$ cat src/rtl/vga_timing_gen.sv
// vga_timing_gen
// Raster timing generator. Produces the pixel column/line counters used by
// the renderers, the sync and active-video decodes aligned with those
// counters, one-clk line/frame start pulses, and copies of sync/active
// delayed by PIPE_DELAY clk cycles to line up with registered RGB.
//
// Ports:
//   clk         in   system clock
//   reset       in   asynchronous, active-high reset
//   h_counter   out  pixel column, 0..H_TOTAL-1
//   v_counter   out  line, 0..V_TOTAL-1
//   pixel_tick  out  last clk cycle of each pixel period
//   hsync       out  horizontal sync (asserted level = SYNC_ACTIVE)
//   vsync       out  vertical sync (asserted level = SYNC_ACTIVE)
//   active      out  counters are inside the visible area
//   line_start  out  one-clk pulse on the first cycle after a line wrap
//   frame_start out  one-clk pulse on the first cycle after a frame wrap
//   hsync_d     out  hsync delayed PIPE_DELAY clk cycles
//   vsync_d     out  vsync delayed PIPE_DELAY clk cycles
//   active_d    out  active delayed PIPE_DELAY clk cycles
module vga_timing_gen #(
    parameter int H_ACTIVE    = 640,
    parameter int H_FP        = 16,
    parameter int H_SYNC      = 96,
    parameter int H_BP        = 48,
    parameter int V_ACTIVE    = 480,
    parameter int V_FP        = 10,
    parameter int V_SYNC      = 2,
    parameter int V_BP        = 33,
    parameter int CLK_DIV     = 2,
    parameter bit SYNC_ACTIVE = 1'b0,
    parameter int PIPE_DELAY  = 1
) (
    input  logic       clk,
    input  logic       reset,
    output logic [9:0] h_counter,
    output logic [9:0] v_counter,
    output logic       pixel_tick,
    output logic       hsync,
    output logic       vsync,
    output logic       active,
    output logic       line_start,
    output logic       frame_start,
    output logic       hsync_d,
    output logic       vsync_d,
    output logic       active_d
);

    localparam int H_TOTAL = H_ACTIVE + H_FP + H_SYNC + H_BP;
    localparam int V_TOTAL = V_ACTIVE + V_FP + V_SYNC + V_BP;
    localparam int DIV_W   = (CLK_DIV > 1) ? $clog2(CLK_DIV) : 1;

    localparam logic [DIV_W-1:0] DIV_LAST = DIV_W'(CLK_DIV - 1);
    localparam logic [9:0] H_LAST = 10'(H_TOTAL - 1);
    localparam logic [9:0] V_LAST = 10'(V_TOTAL - 1);
    localparam logic [9:0] H_VIS  = 10'(H_ACTIVE);
    localparam logic [9:0] V_VIS  = 10'(V_ACTIVE);
    localparam logic [9:0] HS_BEG = 10'(H_ACTIVE + H_FP);
    localparam logic [9:0] HS_END = 10'(H_ACTIVE + H_FP + H_SYNC - 1);
    localparam logic [9:0] VS_BEG = 10'(V_ACTIVE + V_FP);
    localparam logic [9:0] VS_END = 10'(V_ACTIVE + V_FP + V_SYNC - 1);

    logic [DIV_W-1:0] r_div_cnt;
    logic [9:0]       r_h, r_v;
    logic             r_hsync, r_vsync, r_active;
    logic             r_line_start, r_frame_start;

    logic       w_tick;
    logic       w_h_wrap;
    logic [9:0] w_h_nxt, w_v_nxt;

    // With CLK_DIV=1 the divider sits at 0 and the tick is permanently high.
    assign w_tick   = (r_div_cnt == DIV_LAST);
    assign w_h_wrap = w_tick && (r_h == H_LAST);

    always_ff @(posedge clk or posedge reset) begin
        if (reset)
            r_div_cnt <= '0;
        else if (w_tick)
            r_div_cnt <= '0;
        else
            r_div_cnt <= r_div_cnt + DIV_W'(1);
    end

    always_comb begin
        w_h_nxt = r_h;
        w_v_nxt = r_v;
        if (w_tick) begin
            if (r_h == H_LAST) begin
                w_h_nxt = '0;
                w_v_nxt = (r_v == V_LAST) ? '0 : r_v + 10'd1;
            end else begin
                w_h_nxt = r_h + 10'd1;
            end
        end
    end

    // Decodes are taken from the next counter values so they change on the
    // same edge as the counters (zero counter-to-sync latency).
    always_ff @(posedge clk or posedge reset) begin
        if (reset) begin
            r_h           <= '0;
            r_v           <= '0;
            r_hsync       <= ~SYNC_ACTIVE;
            r_vsync       <= ~SYNC_ACTIVE;
            r_active      <= 1'b1;
            r_line_start  <= 1'b0;
            r_frame_start <= 1'b0;
        end else begin
            r_h           <= w_h_nxt;
            r_v           <= w_v_nxt;
            r_hsync       <= (w_h_nxt >= HS_BEG && w_h_nxt <= HS_END) ? SYNC_ACTIVE : ~SYNC_ACTIVE;
            r_vsync       <= (w_v_nxt >= VS_BEG && w_v_nxt <= VS_END) ? SYNC_ACTIVE : ~SYNC_ACTIVE;
            r_active      <= (w_h_nxt < H_VIS) && (w_v_nxt < V_VIS);
            r_line_start  <= w_h_wrap;
            r_frame_start <= w_h_wrap && (r_v == V_LAST);
        end
    end

    assign h_counter   = r_h;
    assign v_counter   = r_v;
    assign pixel_tick  = w_tick;
    assign hsync       = r_hsync;
    assign vsync       = r_vsync;
    assign active      = r_active;
    assign line_start  = r_line_start;
    assign frame_start = r_frame_start;

    // Delay line runs every clk, independent of the pixel tick.
    generate
        if (PIPE_DELAY == 0) begin : g_nodly
            assign hsync_d  = r_hsync;
            assign vsync_d  = r_vsync;
            assign active_d = r_active;
        end else begin : g_dly
            logic [PIPE_DELAY-1:0][2:0] r_dly;

            always_ff @(posedge clk or posedge reset) begin
                if (reset) begin
                    for (int i = 0; i < PIPE_DELAY; i++)
                        r_dly[i] <= {~SYNC_ACTIVE, ~SYNC_ACTIVE, 1'b0};
                end else begin
                    r_dly[0] <= {r_hsync, r_vsync, r_active};
                    for (int i = 1; i < PIPE_DELAY; i++)
                        r_dly[i] <= r_dly[i-1];
                end
            end

            assign hsync_d  = r_dly[PIPE_DELAY-1][2];
            assign vsync_d  = r_dly[PIPE_DELAY-1][1];
            assign active_d = r_dly[PIPE_DELAY-1][0];
        end
    endgenerate

endmodule
$ cat config.mk
export PLATFORM = sky130hd
export DESIGN_NAME = vga_timing_gen
export DESIGN_NICKNAME = d
export VERILOG_FILES = /design/src/rtl/vga_timing_gen.sv
export SDC_FILE = /design/constraint.sdc
export NUM_CORES = 1
export LEC_CHECK = 0
export CAP_MARGIN = 25
export CORE_ASPECT_RATIO = 1.2
export CORE_MARGIN = 2
export CORE_UTILIZATION = 54
export CTS_CLUSTER_DIAMETER = 120
export DETAILED_ROUTE_END_ITERATION = 16
export MAX_ROUTING_LAYER = met4
export PLACE_DENSITY = 0.9
export SKIP_CTS_REPAIR_TIMING = 1
export SYNTH_ARGS = -nofsm -noshare
export SYNTH_HDL_FRONTEND = slang
export SYNTH_SLANG_ARGS = --single-unit
$ cat constraint.sdc
create_clock -name clk -period 5.7 [get_ports clk]
set_input_delay 0.57 -clock clk [delete_from_list [all_inputs] [get_ports clk]]
set_output_delay 0.57 -clock clk [all_outputs]
set_load 0.1 [all_outputs]
==> metrics list <==
* Mean number of vias per cell: 5.80
- The initial antenna violation count was 0.
- Top library cells by usage in the layout, fill and taps aside: clkdlybuf4s50_1 (30), dfrtp_1 (24), nand2_1 (15)
- From left edge to right edge, the die measures 51.6 um.
- The clock reaches the later pin of the worst-skew pair after 0.32 ns.
- Worst setup slack after layout: 2.97 ns
- Setup repair after global routing left no endpoint under its margin.
- In this run the count of I/O pins placed on the die edge is 31.
- Core Rows: 20
- Wire length per cell after detailed routing: 14.9 um
* Setup Viol. Count Final: 0
* Number of global-route vias before repair: 1140
* TritonCTS clock tree: done
* Launch point of the worst hold path: vsync
- The analysis attributes to cell leakage a power of 0.000769 uW.
* Critical path type: flop to flop
- Port buffering added 30 buffers.
- R2r endpoint: vsync
- The final layout contains 183 nets.
* Root buffer cell: clkbuf_4
- The path with the worst hold slack has its endpoint at g_dly.r_dly[1].
- In the finished design, the share of the clock period the worst path needs comes to 47.8%.
- In this run the tightest slew margin relative to its limit is 34.3%.
* Die Area: 0.00315 mm2
* Cell type group with the largest total delay on the critical path: simple AND/OR/NAND/NOR gates
- Clock Sinks: 29
- Setup slack on the worst reg-to-reg path comes out at 2.97 ns.
* Detailed-router iteration count before antenna repair: 4
- EDFF count, synth: 0
- Max frequency: 367 MHz
- Fraction of layout instances using a drive strength above 1: 12.3%
- Commonest non-fill, non-tap cell in the layout: clkdlybuf4s50_1
- For this run, the leading register cell type out of synthesis is dfrtp_1.
- Worst Skew: 0.00582 ns
- OpenSTA, run right after detailed placement, puts the worst setup slack at 3.01 ns.
* Synthesized area divided by synthesized cell count: 10.1 um2
- Counting instances, the worst hold path has a depth of 0.
* Residual DRC: 0
- Die span in y: 61.1 um
- In this run, the number of DRC markers left after iteration 0 of detailed routing was 17.
* MaxCap Viol Count: 0
* Core region area: 0.00255 mm2
* Instance area at placement: 0.00178 mm2
- In this design, the stage delay of the slowest critical-path cell is 0.74 ns.
- Critical Path Fanout Max: 14
- Share of synthesized flip-flops with an asynchronous set or reset: 100%
- Area of the mapped netlist: 0.00147 mm2
- Post-synth net total: 150
- Layout area overhead: 26.1%
- Final count of pins violating max slew: 0
* Kind of end point of the critical path: flop
- Worst reg2reg path depth: 8
- The final-report hold violation count came to 0.
- The Yosys step of the flow raised 0 warnings.
* Antenna cell count: 0
- CP arrival: 2.97 ns
- Total negative slack: 0 ns
* Via count: 1229
- In the global route stage, overall resource usage came out at 22.7%.
- Category of the worst setup path launch point: flop
- Result of the run: completed
- Among all stages on the critical path, the largest delay is contributed by or4_1.
- Summing all non-filler instances in the final layout gives an area of 0.00185 mm2.
- Clock-pin slew was measured on the worst setup and hold paths at 0.09 ns.
* Worst-path cell chain: ha_1, nand2_1, or4_1, inv_6, and2_4, nand3_1, o2bb2ai_1, or4b_1
- Counting the buffers created by CTS gives 5.
- Counting buffers and inverters, the worst setup path is 8 cells deep.
- The worst register-to-register path begins at h_counter[0].
- The tightest min-delay check is of the flop to flop type.
* Total buffers and inverters traversed by the critical path: 1
* HPWL after detailed placement: 2330 um
* Largest vdd supply drop: 0.116 mV
- Routability-driven placement finished with a final weighted congestion of 0.893.
- Synthesis inferred 29 register bits.
- The detail route stage leaves a number of antenna-violating nets equal to 0.
- Dividing total power by cell area gives a power density of 191 mW/mm2.
- Post-Syn Instances: 145
- Once the floorplan was initialized, standard cells occupied 57.5% of the core.
* Number of buffers on the longest clock path: 2
- Slew at the pin with the worst max-slew slack: 0.982 ns
- Remaining Overflow, GRT: 0
- Maximum number of pins on one net before global-route repair: 16
- Summed over all layers, the routed wires come to 3150 um.
* Number of distinct library cells after synthesis: 42
* Number of levels in the clock H-tree: 2
- Required time of the worst setup path: 5.94 ns
- The worst path needs 2.73 ns of the cycle, external delays included.
* Fraction of the yosys area taken by sequential cells: 49.9%
- The first global-routing pass estimated 4950 um of wire.
==> per-layer routing <==
| metal | track usage (%) | vias up | wire length [um] |
|---|---|---|---|
| met5 | - | - | 0 |
| met4 | 10.5 | 0 | 98 |
| met3 | 5.83 | 12 | 153 |
| met2 | 39.2 | 52 | 1640 |
| met1 | 24.4 | 588 | 1250 |
| li1 | - | 577 | - |
==> worst register-to-register path, delay by kind of cell (launching register included) <==
kind / cells / cell delay [ns]
and+or+nand+nor: 5 / 1.61
DFF: 1 / 0.44
adders and majority gates: 1 / 0.25
buffers and inverters: 1 / 0.19
AOI/OAI and AO/OA: 1 / 0.15
==> where the power goes <==
group / leakage, uW / internal (uW) / switching [uW]
sequential: 0.000368 / 206 / 0
combinational: 0.000360 / 1.58 / 4.09
clock: 0.0000413 / 71.4 / 71.4
==> synth_stat cells, types with 4 or more instances <==
master | number | area share (%)
dfrtp_1 | 24 | 41
nand2_1 | 15 | 3.8
nand3_1 | 10 | 3.4
nor2_1 | 8 | 2.0
o21ai_0 | 8 | 2.7
xnor2_1 | 8 | 4.8
dfstp_2 | 5 | 9.0
inv_1 | 5 | 1.3
nand4_1 | 5 | 2.1
a21oi_1 | 4 | 1.4
nor3_1 | 4 | 1.4
o21ai_1 | 4 | 1.4
==> per-stage QoR <==
stage          cells  util [%]  total power (uW)  hold WS (ns)
4_1_cts          212      72.5               357         0.372
6_report         212      72.5               354         0.369
3_3_place_gp     203      69.2               214         0.356
2_1_floorplan    145         -               213         0.585
3_5_place_dp     204      69.8               216         0.358
5_1_grt          212      72.5               366         0.376
==> flip-flops by register name (all words and copies together), names as in the netlist <==
signal,count
active,1
frame_start,1
g_dly.r_dly,3
h_counter,10
hsync,1
line_start,1
pixel_tick,1
v_counter,10
vsync,1
==> worst max path at each step <==
stage	startpoint	endpoint	slack, ns
2_1_floorplan	h_counter[0]	vsync	2.59
6_report	h_counter[0]	vsync	2.97
3_5_place_dp	h_counter[0]	vsync	3.01
4_1_cts	h_counter[0]	vsync	2.99
3_3_place_gp	h_counter[0]	vsync	3.11
5_1_grt	h_counter[0]	vsync	2.85
==> final cells by class <==
cell class | count | area [um2]
well taps | 33 | 41.3
multi-input cells | 105 | 664
repair buffers | 31 | 315
inverters | 6 | 27.5
clock inverters | 1 | 5.00
fillers | 209 | 702
clock buffers | 7 | 65.1
flip-flops and latches | 29 | 732
==> cells by family after synthesis <==
group	after synthesis	share of synthesized area, %
muxes	2	1.36
AOI/OAI and AO/OA	25	10.2
and+or+nand+nor	64	24.6
xor gates and xnor gates	11	6.56
DFF	29	49.9
adders and majority gates	3	2.56
buffers and inverters	11	4.86
Power figures use the tool's default switching activity.
